**src/rtl/escalado_pkg.sv**
```systemverilog
// Shared types and lane-slicing helpers for the destination-image sequencer.
package escalado_pkg;

    // Sequencer states: idle, request, wait for results, serial write, done pulse.
    typedef enum logic [2:0] {
        S_INACTIVO = 3'd0,
        S_SOLICITA = 3'd1,
        S_ESPERA   = 3'd2,
        S_ESCRIBE  = 3'd3,
        S_FIN      = 3'd4
    } estado_cu_t;

    localparam int ADDR_W_DEF = 16;
    localparam int DATO_W_DEF = 8;
    localparam int N_PAR_DEF  = 4;

    // Bit offset of a lane inside the packed results bus (lane 0 in the LSBs).
    function automatic int desplazamiento_carril(input int carril, input int dato_w);
        return carril * dato_w;
    endfunction

endpackage

```
**src/rtl/escalado_escritor_carriles.sv**
```systemverilog
// Lane capture register plus the serial destination writer with its running
// address counter and valid/ready stall.
module escritor_carriles
    import escalado_pkg::*;
#(
    parameter int                N_PAR    = N_PAR_DEF,
    parameter int                DATO_W   = DATO_W_DEF,
    parameter int                ADDR_W   = ADDR_W_DEF,
    parameter logic [ADDR_W-1:0] BASE_DST = {ADDR_W{1'b0}}
) (
    input  logic                    clk,
    input  logic                    rst,
    input  logic                    cargar_base,
    input  logic                    capturar,
    input  logic                    cancelar,
    input  logic [N_PAR*DATO_W-1:0] resultados,
    input  logic                    mem_listo,
    output logic                    mem_we,
    output logic [ADDR_W-1:0]       mem_addr,
    output logic [DATO_W-1:0]       mem_dato,
    output logic                    fin_lote
);

    localparam int                LANE_W        = (N_PAR > 1) ? $clog2(N_PAR) : 1;
    localparam logic [LANE_W-1:0] ULTIMO_CARRIL = LANE_W'(N_PAR - 1);
    localparam logic [LANE_W-1:0] UNO_CARRIL    = LANE_W'(1);
    localparam logic [ADDR_W-1:0] UNO_ADDR      = ADDR_W'(1);

    logic [DATO_W-1:0] carril_r [N_PAR];
    logic [LANE_W-1:0] carril_idx_r;
    logic [LANE_W-1:0] siguiente_idx_s;
    logic [DATO_W-1:0] dato_sig_s;
    logic              mem_we_r;
    logic [ADDR_W-1:0] addr_r;
    logic [DATO_W-1:0] dato_r;
    logic              avanza_s;
    logic              ultimo_s;
    logic              fin_lote_s;

    // Decode the write handshake and pre-select the next lane to present.
    always_comb begin
        avanza_s   = mem_we_r & mem_listo;
        ultimo_s   = (carril_idx_r == ULTIMO_CARRIL);
        fin_lote_s = avanza_s & ultimo_s;
        if (ultimo_s) begin
            siguiente_idx_s = {LANE_W{1'b0}};
            dato_sig_s      = dato_r;
        end else begin
            siguiente_idx_s = carril_idx_r + UNO_CARRIL;
            dato_sig_s      = carril_r[siguiente_idx_s];
        end
    end

    // Capture all lanes at once, then step through them one accepted write at a time.
    // A stalled write (mem_listo low) simply leaves every register untouched.
    always_ff @(posedge clk) begin
        if (rst) begin
            mem_we_r     <= 1'b0;
            addr_r       <= {ADDR_W{1'b0}};
            dato_r       <= {DATO_W{1'b0}};
            carril_idx_r <= {LANE_W{1'b0}};
            for (int i = 0; i < N_PAR; i++) begin
                carril_r[i] <= {DATO_W{1'b0}};
            end
        end else if (cancelar) begin
            mem_we_r <= 1'b0;
        end else if (cargar_base) begin
            addr_r   <= BASE_DST;
            mem_we_r <= 1'b0;
        end else if (capturar) begin
            for (int i = 0; i < N_PAR; i++) begin
                carril_r[i] <= resultados[desplazamiento_carril(i, DATO_W) +: DATO_W];
            end
            carril_idx_r <= {LANE_W{1'b0}};
            dato_r       <= resultados[DATO_W-1:0];
            mem_we_r     <= 1'b1;
        end else if (avanza_s) begin
            addr_r       <= addr_r + UNO_ADDR;
            carril_idx_r <= siguiente_idx_s;
            dato_r       <= dato_sig_s;
            mem_we_r     <= ~ultimo_s;
        end else begin
            mem_we_r <= mem_we_r;
        end
    end

    assign mem_we   = mem_we_r;
    assign mem_addr = addr_r;
    assign mem_dato = dato_r;
    assign fin_lote = fin_lote_s;

endmodule

```
**src/rtl/unidad_control_escalado.sv**
```systemverilog
// Sequencer that walks the destination image in batches of N_PAR pixels,
// handshaking with the datapath FSM and handing results to the lane writer.
module unidad_control_escalado
    import escalado_pkg::*;
#(
    parameter int                ANCHO_DST = 64,
    parameter int                ALTO_DST  = 64,
    parameter int                N_PAR     = N_PAR_DEF,
    parameter int                DATO_W    = DATO_W_DEF,
    parameter int                ADDR_W    = ADDR_W_DEF,
    parameter logic [ADDR_W-1:0] BASE_DST  = {ADDR_W{1'b0}},
    parameter int                CW        = 8
) (
    input  logic                    clk,
    input  logic                    rst,
    input  logic                    arranque,
    input  logic                    abortar,
    output logic                    iniciar,
    input  logic                    ocupado_dp,
    input  logic                    listo_dp,
    input  logic [N_PAR*DATO_W-1:0] resultados,
    output logic [CW-1:0]           dst_x,
    output logic [CW-1:0]           dst_y,
    output logic                    mem_we,
    input  logic                    mem_listo,
    output logic [ADDR_W-1:0]       mem_addr,
    output logic [DATO_W-1:0]       mem_dato,
    output logic                    ocupado,
    output logic                    hecho,
    output logic [15:0]             cuenta_ops
);

    if ((ANCHO_DST % N_PAR) != 32'sd0) begin : g_err_ancho
        $error("ANCHO_DST must be a multiple of N_PAR");
    end
    if (((32'sd1 << CW) < ANCHO_DST) || ((32'sd1 << CW) < ALTO_DST)) begin : g_err_cw
        $error("CW too narrow for the destination size");
    end

    localparam logic [CW:0]   PASO_X     = (CW+1)'(N_PAR);
    localparam logic [CW:0]   ANCHO_L    = (CW+1)'(ANCHO_DST);
    localparam logic [CW-1:0] Y_ULTIMA   = CW'(ALTO_DST - 1);
    localparam logic [CW-1:0] UNO_Y      = CW'(1);
    localparam logic [15:0]   CUENTA_MAX = 16'hFFFF;

    estado_cu_t    estado_r;
    logic [CW-1:0] x_r;
    logic [CW-1:0] y_r;
    logic          iniciar_r;
    logic          ocupado_r;
    logic          hecho_r;
    logic [15:0]   cuenta_r;
    logic [CW:0]   x_sig_s;
    logic          cargar_base_s;
    logic          capturar_s;
    logic          fin_lote_s;

    // Strobes towards the lane writer; abort suppresses both so nothing new starts.
    always_comb begin
        x_sig_s       = {1'b0, x_r} + PASO_X;
        cargar_base_s = 1'b0;
        capturar_s    = 1'b0;
        if (abortar) begin
            cargar_base_s = 1'b0;
            capturar_s    = 1'b0;
        end else begin
            cargar_base_s = (estado_r == S_INACTIVO) && arranque;
            capturar_s    = (estado_r == S_ESPERA) && listo_dp;
        end
    end

    // Main sequencer: state, x/y walk, request level, status outputs and op count.
    // S_ESPERA is only entered after ocupado_dp was seen, so any listo_dp taken
    // there belongs to the request just issued.
    always_ff @(posedge clk) begin
        if (rst) begin
            estado_r  <= S_INACTIVO;
            x_r       <= {CW{1'b0}};
            y_r       <= {CW{1'b0}};
            iniciar_r <= 1'b0;
            ocupado_r <= 1'b0;
            hecho_r   <= 1'b0;
            cuenta_r  <= 16'h0000;
        end else if (abortar) begin
            estado_r  <= S_INACTIVO;
            iniciar_r <= 1'b0;
            ocupado_r <= 1'b0;
            hecho_r   <= 1'b0;
        end else begin
            case (estado_r)
                S_INACTIVO: begin
                    hecho_r <= 1'b0;
                    if (arranque) begin
                        estado_r  <= S_SOLICITA;
                        x_r       <= {CW{1'b0}};
                        y_r       <= {CW{1'b0}};
                        cuenta_r  <= 16'h0000;
                        iniciar_r <= 1'b1;
                        ocupado_r <= 1'b1;
                    end else begin
                        estado_r <= S_INACTIVO;
                    end
                end
                S_SOLICITA: begin
                    if (ocupado_dp) begin
                        estado_r  <= S_ESPERA;
                        iniciar_r <= 1'b0;
                    end else begin
                        iniciar_r <= 1'b1;
                    end
                end
                S_ESPERA: begin
                    if (listo_dp) begin
                        estado_r <= S_ESCRIBE;
                        if (cuenta_r != CUENTA_MAX) begin
                            cuenta_r <= cuenta_r + 16'h0001;
                        end else begin
                            cuenta_r <= cuenta_r;
                        end
                    end else begin
                        estado_r <= S_ESPERA;
                    end
                end
                S_ESCRIBE: begin
                    if (fin_lote_s) begin
                        if (x_sig_s < ANCHO_L) begin
                            x_r       <= x_sig_s[CW-1:0];
                            estado_r  <= S_SOLICITA;
                            iniciar_r <= 1'b1;
                        end else if (y_r < Y_ULTIMA) begin
                            x_r       <= {CW{1'b0}};
                            y_r       <= y_r + UNO_Y;
                            estado_r  <= S_SOLICITA;
                            iniciar_r <= 1'b1;
                        end else begin
                            estado_r <= S_FIN;
                            hecho_r  <= 1'b1;
                        end
                    end else begin
                        estado_r <= S_ESCRIBE;
                    end
                end
                S_FIN: begin
                    estado_r  <= S_INACTIVO;
                    hecho_r   <= 1'b0;
                    ocupado_r <= 1'b0;
                end
                default: begin
                    estado_r  <= S_INACTIVO;
                    iniciar_r <= 1'b0;
                    ocupado_r <= 1'b0;
                    hecho_r   <= 1'b0;
                end
            endcase
        end
    end

    escritor_carriles #(
        .N_PAR    (N_PAR),
        .DATO_W   (DATO_W),
        .ADDR_W   (ADDR_W),
        .BASE_DST (BASE_DST)
    ) u_escritor (
        .clk         (clk),
        .rst         (rst),
        .cargar_base (cargar_base_s),
        .capturar    (capturar_s),
        .cancelar    (abortar),
        .resultados  (resultados),
        .mem_listo   (mem_listo),
        .mem_we      (mem_we),
        .mem_addr    (mem_addr),
        .mem_dato    (mem_dato),
        .fin_lote    (fin_lote_s)
    );

    assign iniciar    = iniciar_r;
    assign dst_x      = x_r;
    assign dst_y      = y_r;
    assign ocupado    = ocupado_r;
    assign hecho      = hecho_r;
    assign cuenta_ops = cuenta_r;

endmodule
```
**config.mk**
```make
export PLATFORM = sky130hd
export DESIGN_NAME = unidad_control_escalado
export DESIGN_NICKNAME = d
export VERILOG_FILES = /design/src/rtl/escalado_pkg.sv /design/src/rtl/escalado_escritor_carriles.sv /design/src/rtl/unidad_control_escalado.sv
export SDC_FILE = /design/constraint.sdc
export NUM_CORES = 1
export LEC_CHECK = 0
export BUFFER_PORTS_ARGS = -buffer_cell sky130_fd_sc_hd__buf_2
export CAP_MARGIN = 20
export CORE_MARGIN = 1
export CORE_UTILIZATION = 40
export DETAILED_ROUTE_END_ITERATION = 7
export SLEW_MARGIN = 30
export SYNTH_ARGS = -nofsm -noshare
export SYNTH_HDL_FRONTEND = slang
export SYNTH_SLANG_ARGS = --single-unit
```
**constraint.sdc**
```tcl
create_clock -name clk -period 2.65 [get_ports clk]
set_clock_uncertainty 0.1 [all_clocks]
set_input_delay 0.3975 -clock clk [delete_from_list [all_inputs] [get_ports clk]]
set_output_delay 0.3975 -clock clk [all_outputs]
set_load 0.03 [all_outputs]
```
==> results_dict.tcl, run 1 <==
set metrics [dict create \
    status "finished, violations left" \
    violations "design-rule violations" \
    syn_avg_cell_area_sq_um 10.5 \
    hold_buffers 0 \
    vias 3749 \
    clock.fmax_mhz 442 \
    cp.required_ns 2.82 \
    drive_gt1_frac 0.301 \
    track_usage 0.179 \
    die_x_um 111 \
    grt_pass1_vias 3586 \
    clock_path_buffers 2 \
    firstDrtPassIters 6 \
    yosysSeqAreaShare 0.465 \
    timing.hold.ws_ns 0.216 \
    ios 99 \
    grt_busiest_layer "met2" \
    hold_path_class "primary input to register" \
    tightest_slew_ns 0.656 \
    ir_worst_vdd_v 0.000297 \
    hold_path_depth 2 \
    clkTransAtPathRegs_ns 0.07 \
    yosys-top-cells-area "dfxtp_1 26%, edfxtp_1 20%, and2_1 4.7%" \
    fin_tns_setup_ns 0 \
    overflow 0 \
    final_util 0.496 \
    cts_resized 0 \
    critPathKind "register to register" \
    fin_nets 594 \
    finalMaxSlewViolations 0 \
    yosys_warnings 0 \
    nFillCells 1071 \
    place_inst 682 \
    critPathLaunchType "register" \
    synth_cell_types 78 \
    synthesis.area_sq_um 4780 \
    htree_levels 3 \
    cts_tree "yes" \
    design.core.area_sq_um 11500 \
    crit_path_max_fanout 17 \
    row_count 39 \
    wl_per_cell_um 15.2 \
    synth_edf_count 32 \
    area_delta_synth_final_pct 19.4 \
    gp_congestion 0.817 \
    dieHeight_um 111 \
    crit_chain "or3b_4 -> or4_1 -> a21oi_1 -> a31oi_1 -> a41oi_2" \
    clkSinkCount 95 \
    max_stage_delay_ns 0.74 \
    slew-limit-headroom 0.562 \
    drc 14 \
    synthCells 454 \
    cts_made_buffers 9 \
    ff2ff_path_depth 5 \
    ys.flop_type "dfxtp_1" \
    grt_pass1_wl_mm 17.5 \
    clkLatencyLatePin_ns 0.35 \
    grt_util_met3 0.0443 \
    powerDensity_nw_per_um2 534 \
    port_buffers 96 \
    fin_cells 698 \
    routed_wl_mm 10.6 \
    period_needed_ns 2.26 \
    post-route-period-util 0.854 \
    cts_setup_buffers 0 \
    synthArstFlopShare 0 \
    synth_top_area_cell "dfxtp_1" \
    grt_max_degree 33 \
    rsz0062_at_grt "false" \
    dp_hpwl_mm 7.54 \
    routed_via_density 5.37 \
    hold_violations 0 \
    critPathCaptureType "register" \
    maxCapViolations 0 \
    ant_nets 0 \
    met1_usage 0.235 \
    drtIter0Drc 270 \
    met2_usage 0.281 \
    cts_root_buf "clkbuf_16" \
    slowest_stage "dfxtp_1" \
    yosysTopAreaCellShare 0.264 \
    antenna_cells 0 \
    dieArea_sq_um 12400 \
    floorplan.initialDensity 0.415 \
    ys_ff_latch 95 \
    leakage_nw 2.31 \
    antenna_found_initial 0 \
    setup_viol 0 \
    critPathArrivalTime_ns 2.44 \
]
[cell families (layout without fill, tap and decap cells)]
kind of cell | Yosys count | after routing | synth area share
mux | 22 | 22 | 0.0675
xor+xnor | 21 | 21 | 0.0385
fa+ha+maj | 5 | 5 | 0.0131
other cells | 1 | 2 | 0.000785
compound gates | 79 | 79 | 0.124
buf+inv | 33 | 133 | 0.0353
flops | 95 | 95 | 0.465
simple gates | 198 | 198 | 0.256
[synth_stat cells, types with 2 or more instances]
library cell,instances
ha_1,5
o21a_1,2
o31ai_2,2
or3_1,3
dfxtp_1,63
a21oi_1,20
and2_1,36
nor3_1,8
buf_2,9
nand3_1,19
o31ai_1,4
buf_4,3
nor3b_1,2
or4_1,4
xnor2_1,18
nor4_4,2
clkbuf_1,6
edfxtp_1,32
a31oi_1,3
nor3b_2,3
a21o_1,3
mux2i_1,12
nor4_1,2
nand4_1,6
mux4_2,8
nor2_1,46
and3_1,11
nand2_1,27
o21ai_0,8
xor2_1,3
nor2b_1,2
a211oi_1,13
inv_1,11
nor3_2,6
nand2b_1,2
buf_6,3
a31o_2,3
mux2_2,2
and4_1,3
[layer usage]
metal,part of all wire,routed length (um),vias to the layer above
met3,0.054,568,13
met1,0.47,5020,1772
met2,0.45,4810,101
met5,0,0,-
met4,0.018,196,0
li1,-,-,1863
[sequential cells by signal (all words and copies together) (netlist names), 2 cells and up]
signal / cells
estado_r: 3
cuenta_ops: 16
dst_y: 8
u_escritor.carril_r: 32
u_escritor.mem_addr: 16
dst_x: 6
u_escritor.mem_dato: 8
u_escritor.carril_idx_r: 2
[layout by cell type (no fill, tap or decap), drive strengths merged, types with 6 or more instances in the layout]
cell type / synthesis / layout
a211oi: 14 / 14
a21oi: 21 / 21
and2: 36 / 36
and3: 12 / 12
buf: 16 / 106
clkbuf: 6 / 10
dfxtp: 63 / 63
edfxtp: 32 / 32
inv: 11 / 15
mux2i: 12 / 12
mux4: 8 / 8
nand2: 27 / 27
nand3: 19 / 19
nand4: 7 / 7
nor2: 47 / 47
nor3: 15 / 15
o21ai: 10 / 10
o31ai: 6 / 6
xnor2: 18 / 18
[report_power, final]
group / total, mW / internal, mW / switching, mW
sequential: 1.54 / 1.52 / 0.0141
clock: 1.34 / 0.749 / 0.590
combinational: 0.169 / 0.0658 / 0.103
total: 3.05 / 2.34 / 0.707
[final cells by class]
class,instances,area [sq um],area share
timing repair buffer,106,568,0.0995
tap,143,179,0.0314
clock buffer,10,229,0.0401
clock inverter,6,75.1,0.0132
inverter,11,41.3,0.00724
sequential,95,2220,0.389
multi-input combinational,327,2390,0.419
[critical path, delay by kind of cell, from the launching register on]
kind / cells / cell delay [ns]
compound gates: 3 / 0.38
flops: 1 / 0.74
simple gates: 2 / 0.96
[worst paths after layout]
| check | startpoint | end | slack [ns] |
|---|---|---|---|
| setup / recovery | estado_r[1] | dst_x[4] | 0.39 |
| hold / removal | resultados[27] | u_escritor.carril_r[3][3] | 0.22 |
| setup reg to reg | estado_r[1] | dst_x[4] | 0.39 |
| hold reg to reg | iniciar | iniciar | 0.36 |
[through the flow]
step	worst slack, ns	cell area, sq um	total power, mW
5_1_grt	0.245	5710	3.15
4_1_cts	0.407	5710	3.08
3_5_place_dp	0.414	5400	1.74
6_report	0.386	5710	3.05
2_1_floorplan	0.306	4780	1.67
3_3_place_gp	0.456	5400	1.74
No activity file was read; power rests on OpenSTA's default activity.
==> run 2, diff against run 1 <==
==> constraint.sdc (replaced) <==
create_clock -name clk -period 2.65 [get_ports clk]
set_clock_uncertainty 0.1 [all_clocks]
set_input_delay 0.53 -clock clk [delete_from_list [all_inputs] [get_ports clk]]
set_output_delay 0.53 -clock clk [all_outputs]
set_load 0.03 [all_outputs]
==> run 2 against run 1 <==
Net effect:
- the run still ends with design-rule violations left
- first-iteration DRC count decreased by 23%
- sequential power about the same
- register-to-register slack worse by 0.098 ns
- via count rose by 0.99%
- clock power decreased by 7%
- final cell count is 0.29% lower
- critical endpoint is now u_escritor.mem_addr[15]
- largest cell class unchanged
==> results_dict.tcl, run 2 (synthesized netlist as in run 1, its figures left out) <==
set metrics [dict create \
    largest_reg_flops 32 \
    floorplan.initialDensity 0.415 \
    ir_worst_vdd_v 0.000301 \
    leakage_nw 2.29 \
    antenna_cells 0 \
    firstDrtPassIters 6 \
    cts_made_buffers 9 \
    dieArea_sq_um 12400 \
    powerDensity_nw_per_um2 519 \
    post-route-period-util 0.892 \
    period_needed_ns 2.36 \
    ff2ff_path_depth 5 \
    hp-start "resultados[28]" \
    crit_path_max_fanout 15 \
    critPathArrivalTime_ns 2.54 \
    cts_setup_buffers 0 \
    clock.fmax_mhz 423 \
    p_comb_frac 0.055 \
    htree_levels 3 \
    gp_congestion 0.799 \
    routed_via_density 5.44 \
    overflow 0 \
    reg2reg_slack_ns 0.29 \
    hold_buffers 0 \
    dp_hpwl_mm 7.61 \
    hold_violations 0 \
    die_x_um 111 \
    cts_root_buf "clkbuf_16" \
    critPathKind "register to register" \
    track_usage 0.178 \
    clkTransAtPathRegs_ns 0.07 \
    maxCapViolations 0 \
    power.internal_mw 2.24 \
    min_to "u_escritor.carril_r[3][4]" \
    routed_wl_mm 10.6 \
    design.core.area_sq_um 11500 \
    slew-limit-headroom 0.442 \
    area_delta_synth_final_pct 18.6 \
    p_switching_mw 0.703 \
    r2r_end "u_escritor.mem_addr[15]" \
    p_sw_frac 0.239 \
    mostFrequentLayoutCell "buf_2" \
    wl_per_cell_um 15.2 \
    critPathLaunchType "register" \
    cts_resized 0 \
    timing.rr.start "estado_r[0]" \
    tightest_slew_ns 0.837 \
    antenna_found_initial 0 \
    rsz0062_at_grt "false" \
    hold_path_class "primary input to register" \
    fin_tns_setup_ns 0 \
    layout_common_cells "96 x buf_2, 63 x dfxtp_1, 46 x nor2_1, 36 x and2_1, 32 x edfxtp_1" \
    grt_max_degree 35 \
    setup_viol 0 \
    vias 3786 \
    dieHeight_um 111 \
    critPathCaptureType "register" \
    hold_path_depth 2 \
    ios 99 \
    nFillCells 1062 \
    finalMaxSlewViolations 0 \
    status "finished, violations left" \
    clkLatencyLatePin_ns 0.35 \
    grt_pass1_wl_mm 17.4 \
    largest-register "u_escritor.carril_r" \
    final_util 0.492 \
    cts_tree "yes" \
    violations "design-rule violations" \
    port_buffers 96 \
    clkSinkCount 95 \
    pwr-share-seq 0.524 \
    row_count 39 \
    drtIter0Drc 209 \
    p_clk_frac 0.421 \
    drc 14 \
    drive_gt1_frac 0.298 \
    clock_path_buffers 2 \
    ant_nets 0 \
    fin_nets 592 \
    cp.required_ns 2.83 \
    grt_pass1_vias 3528 \
]
==> run 2: cell count changes in the layout (fill, tap and decap cells not counted), sizes merged <==
| cell | change |
|---|---|
| buf | -2 |
| bufinv | -1 |
| clkinv | +3 |
| inv | -2 |
==> run 2: layout make-up <==
type | count | area, sq um | share of cell area
inverters | 11 | 41.3 | 0.00728
clock inverters | 6 | 53.8 | 0.00949
flip-flops and latches | 95 | 2220 | 0.392
clock buffers | 10 | 229 | 0.0404
multi-input cells | 327 | 2390 | 0.422
repair buffers | 104 | 553 | 0.0975
well taps | 143 | 179 | 0.0316
==> run 2: power by group through the flow <==
stage | Combinational, mW | Clock (mW) | Sequential (mW)
after global routing | 0.180 | 1.34 | 1.54
after CTS | 0.164 | 1.28 | 1.54
final | 0.163 | 1.24 | 1.54
after floorplan | 0.0974 | 0 | 1.58
after global placement | 0.161 | 0 | 1.57
after detailed placement | 0.164 | 0 | 1.57
==> run 2: stage by stage <==
stage          power [mW]  instances  setup WS, ns  instance area [sq um]  hold slack, ns
2_1_floorplan        1.67        455         0.288                   4780           0.368
3_3_place_gp         1.73        680         0.343                   5390           0.372
3_5_place_dp         1.74        680         0.319                   5390           0.359
4_1_cts              2.98        696         0.295                   5670           0.339
5_1_grt              3.06        696         0.122                   5670           0.339
6_report             2.94        696         0.287                   5670           0.352
==> run 2: worst max path at each step <==
| stage | from | endpoint | slack (ns) |
|---|---|---|---|
| 3_5_place_dp | estado_r[0] | u_escritor.mem_addr[15] | 0.32 |
| 6_report | estado_r[0] | u_escritor.mem_addr[15] | 0.29 |
| 3_3_place_gp | estado_r[0] | u_escritor.mem_addr[15] | 0.34 |
| 2_1_floorplan | listo_dp | u_escritor.carril_r[0][0] | 0.29 |
| 5_1_grt | estado_r[0] | u_escritor.mem_addr[15] | 0.12 |
| 4_1_cts | estado_r[0] | u_escritor.mem_addr[15] | 0.29 |
==> run 2: routing by layer <==
layer  track usage  share of wire
met5             0              0
met4        0.0505         0.0089
met3        0.0590          0.053
met2         0.274           0.46
met1         0.239           0.48
==> run 2: worst max-delay path, cell delays in order, from the launching register on <==
cell       delay, ns
dfxtp_1         0.52
and4bb_2        0.44
a2bb2oi_2       0.65
nor2_1          0.20
and3_1          0.24
o21ai_0         0.14
